**src/rtl/seg_dynamic_drv_pkg.sv**
```systemverilog
// Shared definitions for the multiplexed 7-segment display blocks:
// digit geometry, active-low segment codes, converter states and helpers.
package seg_dynamic_drv_pkg;

  localparam int NUM_DIGITS = 6;
  localparam int BCD_W      = 4;
  localparam int BIN_W      = 20;
  localparam int BCD_TOT_W  = NUM_DIGITS * BCD_W;

  localparam logic [BIN_W-1:0] BIN_MAX = 20'd999_999;

  localparam logic [6:0] SEG_0     = 7'h40;
  localparam logic [6:0] SEG_1     = 7'h79;
  localparam logic [6:0] SEG_2     = 7'h24;
  localparam logic [6:0] SEG_3     = 7'h30;
  localparam logic [6:0] SEG_4     = 7'h19;
  localparam logic [6:0] SEG_5     = 7'h12;
  localparam logic [6:0] SEG_6     = 7'h02;
  localparam logic [6:0] SEG_7     = 7'h78;
  localparam logic [6:0] SEG_8     = 7'h00;
  localparam logic [6:0] SEG_9     = 7'h10;
  localparam logic [6:0] SEG_MINUS = 7'h3F;
  localparam logic [6:0] SEG_BLANK = 7'h7F;

  typedef enum logic [1:0] {
    CONV_IDLE  = 2'd0,
    CONV_SHIFT = 2'd1,
    CONV_DONE  = 2'd2
  } conv_state_e;

  typedef struct packed {
    logic [BCD_TOT_W-1:0]  bcd;
    logic [NUM_DIGITS-1:0] point;
    logic                  sign;
  } disp_t;

  function automatic logic [6:0] seg_code(input logic [BCD_W-1:0] d);
    logic [6:0] c;
    case (d)
      4'd0:    c = SEG_0;
      4'd1:    c = SEG_1;
      4'd2:    c = SEG_2;
      4'd3:    c = SEG_3;
      4'd4:    c = SEG_4;
      4'd5:    c = SEG_5;
      4'd6:    c = SEG_6;
      4'd7:    c = SEG_7;
      4'd8:    c = SEG_8;
      4'd9:    c = SEG_9;
      default: c = SEG_BLANK;
    endcase
    return c;
  endfunction

  // Double-dabble correction: any nibble >= 5 gets +3 before the shift.
  function automatic logic [BCD_TOT_W-1:0] dabble_adjust(input logic [BCD_TOT_W-1:0] b);
    logic [BCD_TOT_W-1:0] r;
    r = b;
    for (int i = 0; i < NUM_DIGITS; i++) begin
      if (b[i*BCD_W +: BCD_W] >= 4'd5) r[i*BCD_W +: BCD_W] = b[i*BCD_W +: BCD_W] + 4'd3;
    end
    return r;
  endfunction

endpackage

```
**src/rtl/seg_dynamic_drv_bin2bcd_seq.sv**
```systemverilog
// Sequential 20-bit binary to 6-digit BCD converter (double-dabble, one bit per cycle).
module bin2bcd_seq
  import seg_dynamic_drv_pkg::*;
(
  input  logic                 clk_i,
  input  logic                 rst_i,
  input  logic                 start_i,
  input  logic [BIN_W-1:0]     bin_i,
  output logic                 busy_o,
  output logic                 done_o,
  output logic [BCD_TOT_W-1:0] bcd_o
);

  conv_state_e            state_q, state_d;
  logic [BIN_W-1:0]       bin_q, bin_d;
  logic [BCD_TOT_W-1:0]   bcd_q, bcd_d;
  logic [4:0]             iter_q, iter_d;
  logic [BCD_TOT_W-1:0]   adj;
  logic [BCD_TOT_W+BIN_W-1:0] sh;

  always_ff @(posedge clk_i or posedge rst_i) begin
    if (rst_i) begin
      state_q <= CONV_IDLE;
      bin_q   <= '0;
      bcd_q   <= '0;
      iter_q  <= '0;
    end else begin
      state_q <= state_d;
      bin_q   <= bin_d;
      bcd_q   <= bcd_d;
      iter_q  <= iter_d;
    end
  end

  always_comb begin
    state_d = state_q;
    bin_d   = bin_q;
    bcd_d   = bcd_q;
    iter_d  = iter_q;
    adj     = dabble_adjust(bcd_q);
    sh      = {adj, bin_q} << 1;
    case (state_q)
      CONV_IDLE: begin
        if (start_i) begin
          bin_d   = (bin_i > BIN_MAX) ? BIN_MAX : bin_i;
          bcd_d   = '0;
          iter_d  = '0;
          state_d = CONV_SHIFT;
        end
      end
      CONV_SHIFT: begin
        bcd_d  = sh[BCD_TOT_W+BIN_W-1:BIN_W];
        bin_d  = sh[BIN_W-1:0];
        iter_d = iter_q + 5'd1;
        if (iter_q == 5'(BIN_W - 1)) state_d = CONV_DONE;
      end
      CONV_DONE: state_d = CONV_IDLE;
      default:   state_d = CONV_IDLE;
    endcase
  end

  assign busy_o = (state_q != CONV_IDLE);
  assign done_o = (state_q == CONV_DONE);
  assign bcd_o  = bcd_q;

endmodule

```
**src/rtl/seg_dynamic_drv.sv**
```systemverilog
// Six-digit common-anode 7-segment scanner: BCD conversion, zero blanking,
// sign/point placement and frame-synchronous display update.
module seg_dynamic_drv
  import seg_dynamic_drv_pkg::*;
#(
  parameter int CNT_SCAN_MAX = 49_999
) (
  input  logic                  sys_clk,
  input  logic                  sys_rst,
  input  logic [BIN_W-1:0]      data,
  input  logic [NUM_DIGITS-1:0] point,
  input  logic                  sign,
  input  logic                  seg_en,
  output logic [NUM_DIGITS-1:0] sel,
  output logic [7:0]            seg
);

  localparam int               CNT_W    = (CNT_SCAN_MAX > 0) ? $clog2(CNT_SCAN_MAX + 1) : 1;
  localparam logic [CNT_W-1:0] CNT_LAST = CNT_W'(CNT_SCAN_MAX);

  logic [CNT_W-1:0]      cnt_q, cnt_d;
  logic [2:0]            idx_q, idx_d;
  disp_t                 samp_q, samp_d;
  disp_t                 pend_q, pend_d;
  disp_t                 disp_q, disp_d;
  logic [NUM_DIGITS-1:0] sel_q, sel_d;
  logic [7:0]            seg_q, seg_d;

  logic                  conv_busy;
  logic                  conv_done;
  logic [BCD_TOT_W-1:0]  conv_bcd;

  logic [2:0]            msd, hp, top;
  logic [BCD_W-1:0]      digit;
  logic                  slot_end;

  bin2bcd_seq u_bin2bcd (
    .clk_i   (sys_clk),
    .rst_i   (sys_rst),
    .start_i (1'b1),
    .bin_i   (data),
    .busy_o  (conv_busy),
    .done_o  (conv_done),
    .bcd_o   (conv_bcd)
  );

  always_ff @(posedge sys_clk or posedge sys_rst) begin
    if (sys_rst) begin
      cnt_q  <= '0;
      idx_q  <= '0;
      samp_q <= '0;
      pend_q <= '0;
      disp_q <= '0;
      sel_q  <= '1;
      seg_q  <= '1;
    end else begin
      cnt_q  <= cnt_d;
      idx_q  <= idx_d;
      samp_q <= samp_d;
      pend_q <= pend_d;
      disp_q <= disp_d;
      sel_q  <= sel_d;
      seg_q  <= seg_d;
    end
  end

  // Point/sign are captured on the same edge the converter takes its operand.
  always_comb begin
    samp_d = samp_q;
    pend_d = pend_q;
    if (!conv_busy) begin
      samp_d.point = point;
      samp_d.sign  = sign;
    end
    if (conv_done) begin
      pend_d.bcd   = conv_bcd;
      pend_d.point = samp_q.point;
      pend_d.sign  = samp_q.sign;
    end
  end

  // Display only follows pending at the frame wrap so a frame is never torn.
  always_comb begin
    slot_end = (cnt_q == CNT_LAST);
    cnt_d    = slot_end ? '0 : cnt_q + 1'b1;
    idx_d    = idx_q;
    disp_d   = disp_q;
    if (slot_end) begin
      if (idx_q == 3'(NUM_DIGITS - 1)) begin
        idx_d  = '0;
        disp_d = pend_q;
      end else begin
        idx_d  = idx_q + 3'd1;
      end
    end
  end

  always_comb begin
    msd = '0;
    hp  = '0;
    for (int i = 0; i < NUM_DIGITS; i++) begin
      if (disp_q.bcd[i*BCD_W +: BCD_W] != '0) msd = 3'(i);
      if (disp_q.point[i])                    hp  = 3'(i);
    end
    top   = (msd > hp) ? msd : hp;
    digit = disp_q.bcd[{idx_q, 2'b00} +: BCD_W];

    sel_d = '1;
    seg_d = '1;
    if (seg_en) begin
      sel_d = ~(6'b000001 << idx_q);
      if (idx_q <= top)
        seg_d = {~disp_q.point[idx_q], seg_code(digit)};
      else if (disp_q.sign && (top < 3'(NUM_DIGITS - 1)) && (idx_q == top + 3'd1))
        seg_d = {1'b1, SEG_MINUS};
      else
        seg_d = {1'b1, SEG_BLANK};
    end
  end

  assign sel = sel_q;
  assign seg = seg_q;

endmodule

```
**config.mk**
```make
export PLATFORM = sky130hd
export DESIGN_NAME = seg_dynamic_drv
export DESIGN_NICKNAME = d
export VERILOG_FILES = /design/src/rtl/seg_dynamic_drv_pkg.sv /design/src/rtl/seg_dynamic_drv_bin2bcd_seq.sv /design/src/rtl/seg_dynamic_drv.sv
export SDC_FILE = /design/constraint.sdc
export NUM_CORES = 1
export LEC_CHECK = 0
export CAP_MARGIN = 20
export CORE_ASPECT_RATIO = 1.75
export CORE_MARGIN = 2
export CORE_UTILIZATION = 60
export CTS_CLUSTER_DIAMETER = 40
export CTS_CLUSTER_SIZE = 25
export DETAILED_ROUTE_END_ITERATION = 8
export PLACE_DENSITY = 0.8
export SETUP_SLACK_MARGIN = 0.5
export SLEW_MARGIN = 5
export SYNTH_ARGS = -nofsm -noshare
export SYNTH_HDL_FRONTEND = slang
export SYNTH_HIERARCHICAL = 1
export SYNTH_SLANG_ARGS = --single-unit
```
**constraint.sdc**
```tcl
create_clock -name sys_clk -period 4.9 [get_ports sys_clk]
set_input_delay 0.49 -clock sys_clk [delete_from_list [all_inputs] [get_ports sys_clk]]
set_output_delay 0.49 -clock sys_clk [all_outputs]
set_load 0.05 [all_outputs]
```
After elaboration in Yosys (flattened, before gate mapping)
Memory sizes are Yosys's and may differ from the RTL's.
Cells that the tools add are included.
{ "totals": {"register_bits": 153, "latchBits": 0, "mem_bits_rw": 0, "rom_bits": 112, "inputBits": 30, "out_inout_bits": 14, "elab_cells": 91, "n_memories": 1} }
{ "classes": {"addsub": 10, "mul": 0, "div": 0, "magnitude_cmp": 11, "eq_ne": 7, "shifts": 2, "n_mux": 31, "bitwise_logic": 2, "n_reduce_logical": 11} }
{ "memory_table": {"columns": ["memory", "depth", "word_bits", "read_ports", "rd_clocked_by_memory_dff", "wr", "line_no", "source"], "rows": [
  ["(no name shown)", 16, 7, 1, 0, 0, "seg_dynamic_drv_pkg.sv:39", "case (d)"]
]} }
{ "ops": {"columns": ["op", "n"], "rows": [
  ["$pmux W24 S2", 1],
  ["$pmux W20 S2", 1],
  ["$mux W3", 11],
  ["$ge A4 B3 Y1 const B", 6],
  ["$shiftx A24 B6 Y4", 1],
  ["$add A4 B2 Y4 const B", 5],
  ["$gt A20 B20 Y1 const B", 1],
  ["$mux W20", 1],
  ["$mux W4", 5],
  ["$reduce_bool A4 Y1", 5],
  ["$add A16 B1 Y16 const B", 1],
  ["$eq A16 B16 Y1 const B", 1],
  ["$mux W16", 1],
  ["$mux W8", 2],
  ["$pmux W5 S2", 1],
  ["$mux W7", 1],
  ["$add A3 B1 Y3 const B", 2],
  ["$mux W6", 1],
  ["$not A6 Y6", 1],
  ["$shl A1 B3 Y6 const A", 1],
  ["$add A5 B1 Y5 const B", 1],
  ["$eq A5 B5 Y1 const B", 1],
  ["$lt A3 B4 Y1 const B", 1],
  ["$pmux W2 S2", 1],
  ["17 further kinds", 21]
]} }

Longest topological paths before layout
{ "depth": {"depth_word": 14, "mapped_depth": 17, "depth_no_buf": 16} }

Hierarchy
Netlist, hierarchy kept.
{ "by_module_without_submodules": {"columns": ["mod", "instances", "cells_each", "area_each_um2", "seq_area_each_um2"], "rows": [
  ["seg_dynamic_drv", 1, 365, 4727.0, 2570.0],
  ["bin2bcd_seq", 1, 276, 2830.2, 1276.2]
]} }

Worst setup path before layout
No wires, ideal clock.
{ "synth_timing": {"path_kind": "reg2reg", "start": "reg disp_q[12] (netlist bit)", "end": "reg seg_q[6], in the netlist seg[6]", "setup_time_ns": 0.092, "t_arrival_ns": 3.465, "required_time_ns": 4.808, "path_slack_ns": 1.343, "stages_incl_launch_ff": 17, "path_buffers": 1, "synth_period_minus_slack_ns": 3.557, "path_cell_list": "dfrtp_1 or4_1 a21bo_2 a21oi_1 ha_1 and3_1 a21oi_1 mux2_2 inv_1 ha_1 nor2b_1 o21ai_0 a32oi_1 nor2b_1 clkbuf_1 nor4b_1 nor4_2"} }
{ "synth_via": {"elab_chain_len": 14, "elab_cells_between_ends": 19, "cone_classes": "1 x add/sub; 3 x order compare; 1 x eq/ne; 1 x shift; 9 x mux; 3 x reduce/logical; 1 x memory"} }
{ "synth_lines": {"columns": ["element", "line_no", "source"], "rows": [
  ["from (decl)", "seg_dynamic_drv.sv:25", "disp_t disp_q, disp_d;"],
  ["from (signal assigned)", "seg_dynamic_drv.sv:61", "disp_q <= disp_d;"],
  ["$reduce_bool A4 Y1", "seg_dynamic_drv.sv:102", "if (disp_q.bcd[i*BCD_W +: BCD_W] != '0) msd = 3'(i);"],
  ["$mux W1", "seg_dynamic_drv.sv:102", null],
  ["$mux W3 (4 in series)", "seg_dynamic_drv.sv:102", null],
  ["$gt A3 B3 Y1", "seg_dynamic_drv.sv:105", "top = (msd > hp) ? msd : hp;"],
  ["$mux W3", "seg_dynamic_drv.sv:105", null],
  ["$add A3 B1 Y3 or $lt A3 B3 Y1 (tied branches)", "seg_dynamic_drv.sv:114", "else if (disp_q.sign && (top < 3'(NUM_DIGITS - 1)) && (idx_q == top + 3'd1))"],
  ["$eq A3 B3 Y1 or $logic_and A1 B1 Y1 (tied branches)", "seg_dynamic_drv.sv:114", null],
  ["$logic_and A1 B1 Y1", "seg_dynamic_drv.sv:114", null],
  ["$mux W7", "seg_dynamic_drv.sv:114", null],
  ["$mux W8 *", "seg_dynamic_drv.sv:112", "if (idx_q <= top)"],
  ["$mux W8 *", "seg_dynamic_drv.sv:110", "if (seg_en) begin"],
  ["named net seg_d[6]", "seg_dynamic_drv.sv:27", "logic [7:0] seg_q, seg_d;"],
  ["to (signal assigned)", "seg_dynamic_drv.sv:63", "seg_q <= seg_d;"],
  ["to (decl)", "seg_dynamic_drv.sv:27", null]
]} }
The timed path passes the listed nets; every way through them passes the cells marked *.
A chain may end at the register's enable or synchronous reset.

Worst setup path after layout
{ "layout_timing": {"start": "reg disp_q[24] (netlist bit)", "end": "reg seg_q[6], in the netlist seg[6]"} }
{ "layout_via": {"elab_chain_len": 11, "elab_cells_between_ends": 16, "cone_classes": "1 x add/sub; 3 x order compare; 1 x eq/ne; 1 x shift; 6 x mux; 3 x reduce/logical; 1 x memory"} }
{ "layout_lines": {"columns": ["element", "line_no"], "rows": [
  ["$reduce_bool A4 Y1", "seg_dynamic_drv.sv:102"],
  ["$mux W3 (2 in series)", "seg_dynamic_drv.sv:102"],
  ["$gt A3 B3 Y1", "seg_dynamic_drv.sv:105"],
  ["$mux W3", "seg_dynamic_drv.sv:105"],
  ["$add A3 B1 Y3 or $lt A3 B3 Y1 (tied branches)", "seg_dynamic_drv.sv:114"],
  ["$eq A3 B3 Y1 or $logic_and A1 B1 Y1 (tied branches)", "seg_dynamic_drv.sv:114"],
  ["$logic_and A1 B1 Y1", "seg_dynamic_drv.sv:114"],
  ["$mux W7", "seg_dynamic_drv.sv:114"],
  ["$mux W8 *", "seg_dynamic_drv.sv:112"],
  ["$mux W8 *", "seg_dynamic_drv.sv:110"],
  ["named net seg_d[6]", "seg_dynamic_drv.sv:27"]
]} }
Marks and branches as above.

==> impl_metrics.ini <==
[sta]
max_freq_ghz = 0.2490
relSlewSlack_pct = 38.27
setup_viol = 0
rsz0062_at_grt = false
timing.setup.tns_ns = 0
final.setup.worst_slack_ns = 0.8843
final_hold_viol_count = 0
clock-skew-final_ns = 0.01290
period_minus_slack_ns = 4.016
slew_viol_final = 0
worst_pin_slew_ns = 0.9254
finalCritPeriodShare_pct = 81.95

[floorplan]
boundaryPins = 44
initial_core_util_pct = 61.12
die_h_um = 152.5
num_rows = 54
die_x_um = 88.84
core_area_mm2 = 0.01236
die_area_mm2 = 0.01354

[synth]
synth-edff-count = 0
synthFlopType = dfrtp_1
ys_seq_area_share_pct = 50.89
synth_mux_area_share_pct = 12.98
synth_top_family_by_area = compound AO/OA/AOI/OAI gates
synth_simple_gate_area_share_pct = 10.25
synth-seq-cells = 153
synth_compound_area_share_pct = 13.96
yosysUniqueCellTypes = 76
syn_avg_cell_area_um2 = 11.79
synthArstFlopShare_pct = 100.0
synth_area_leader_cell = dfrtp_1
synth-xor-area-share_pct = 2.666
netlist_top_cells_area = dfrtp_1, mux2_2, dfstp_2, ha_1, inv_1
netlist.area_leader.share_pct = 46.03
synth-adder-area-share_pct = 4.470
yosys_warnings = 6
synthCells = 641
synth_area_mm2 = 0.007557

[clocking]
post_cts_buffers = 0
clkSinkCount = 153
cts_max_level = 4
path_clk_slew_ns = 0.06
cts_tree = done
clock_path_buffers = 2
numCtsBuffers = 17
cts_root_buf = clkbuf_16
clkLatencyLatePin_ns = 0.43
cts_resized = 0
ctsHoldBuffers = 0

[setup_path]
cp-end-kind = flip-flop
r2r_start = disp_q[24]
cp.arrival_ns = 4.35
regToRegSetupSlack_ns = 0.88
worst_setup_path_start_kind = flip-flop
r2r_cells = 16
r2r_end = seg[6]
worstPathRequired_ns = 5.24
path_class = reg -> reg
critPathMaxFanout = 4

[finish]
fin_cells = 867
final_cell_mix = dfrtp_1, mux2_2, clkdlybuf4s50_1, inv_1, nand2_1
mostFrequentLayoutCell = dfrtp_1
drive_above_1_share_pct = 22.46
diodes = 0
nets = 743
finish.utilization_pct = 70.28
area_growth_pct = 14.98

[power_and_ir_drop]
leakage_nw = 3.955
ir_worst_vdd_mv = 0.3482
p_per_area_mw_per_mm2 = 496.2
power_w = 0.004312

[routing]
vias = 5208
ant_nets = 0
route.detailed.drc = 0
routed_via_density = 6.007
finalWirelength_mm = 15.43
wire_per_inst_um = 17.79
firstDrtPassIters = 4
drt_iter0_markers = 246

[grt]
grt-ovfl-total = 0
use_met2_pct = 44.35
met1_usage_pct = 26.40
grt_max_degree = 70
busiest_layer = met2
grt_usage_pct = 24.53
grt_pass1_wl_mm = 26.08
antenna_found_initial = 0
met3_usage_pct = 5.471
first_global_vias = 5551

[flow_run]
drv_cap = 0

[placed_design]
io_buffers = 43
placedCellCount = 834
pre_cts_slack_ns = 0.8905
place_hpwl_mm = 10.54
gp_congestion = 0.8780

[hold_path]
hold_class = in -> async

[status]
outcome = completed
-- final cells by class --
type | count | area [µm²]
flip-flops and latches | 153 | 3846
fillers | 846 | 3675
inverters | 44 | 167.7
clock inverters | 15 | 155.1
clock buffers | 17 | 425.4
repair buffers | 49 | 488.0
well taps | 168 | 210.2
multi-input cells | 421 | 3397
-- worst max path at each step --
stage / from / endpoint / slack (ns)
finish: disp_q[24] / seg[6] / 0.88
global route: disp_q[15] / seg[6] / 0.61
CTS: disp_q[24] / seg[6] / 0.73
detailed placement: disp_q[24] / seg[6] / 0.89
global placement: disp_q[24] / seg[6] / 1.10
floorplan: disp_q[12] / seg[6] / 1.34
-- cell families after synthesis --
group | after synthesis
simple gates | 140
mux | 86
fa+ha+maj | 27
xor+xnor | 23
other cells | 1
buf+inv | 74
flops | 153
compound gates | 137
-- metrics by stage --
| stage | hold slack [ns] | instance area [µm²] |
|---|---|---|
| floorplan | 0.4547 | 7584 |
| global placement | 0.4668 | 8080 |
| detailed placement | 0.4827 | 8080 |
| CTS | 0.4922 | 8661 |
| global route | 0.4191 | 8690 |
| finish | 0.3956 | 8690 |
-- cell usage after synthesis (4+ instances only) --
library cell and n:
inv_1 42, o2111ai_1 12, nand2_1 39, mux2_2 72, ha_1 27, o21ai_0 13, dfrtp_1 139, buf_2 6
nand3_1 11, o221ai_1 6, o21ai_1 14, xnor2_1 12, nor4_1 5, nand4_1 6, o21a_1 8, or3b_2 6
mux2i_1 11, and3b_1 4, a31o_1 7, dfstp_2 14, nor3_1 5, a21oi_1 15, xor2_1 11, a32o_1 6
a22o_1 8, clkbuf_1 10, a31oi_1 7, nor2_1 21, o311ai_1 6, buf_1 4, o32ai_1 5, buf_6 6
o31ai_1 6, nor2b_1 16
-- power breakdown --
part	leakage (nW)	internal, W	total, W	switching (W)
clock network	0.280	0.000718	0.00128	0.000559
logic	1.69	0.000577	0.00120	0.000623
registers	1.98	0.00158	0.00183	0.000254
total	3.95	0.00288	0.00431	0.00144
-- registers in the layout, indices dropped and copies added (netlist names), 5 cells and up --
signal            count
u_bin2bcd/bin_q      20
seg                   8
sel                   6
disp_q               31
pend_q               31
cnt_q                16
samp_q                7
u_bin2bcd/bcd_o      24
u_bin2bcd/iter_q      5
-- critical path: stages (launching register included) --
cell      delay [ns]
dfrtp_1         0.41
nor4_2          0.43
nand2_1         0.18
a21oi_1         0.22
ha_1            0.28
nor2b_1         0.15
o21ai_1         0.26
a21oi_1         0.15
mux2_2          0.27
inv_1           0.05
ha_1            0.29
nor2b_1         0.14
o21ai_0         0.09
a32oi_1         0.30
nand4b_1        0.17
nor4_1          0.46
nor4_2          0.07
-- routing by layer --
layer  up-vias  part of all wire [%]
li1       2423                     -
met1      2616                    37
met2       135                    57
met3        34                   3.2
met4         0                   2.6
met5         -                     0
Note: power is estimated with default switching activity, not from simulation.
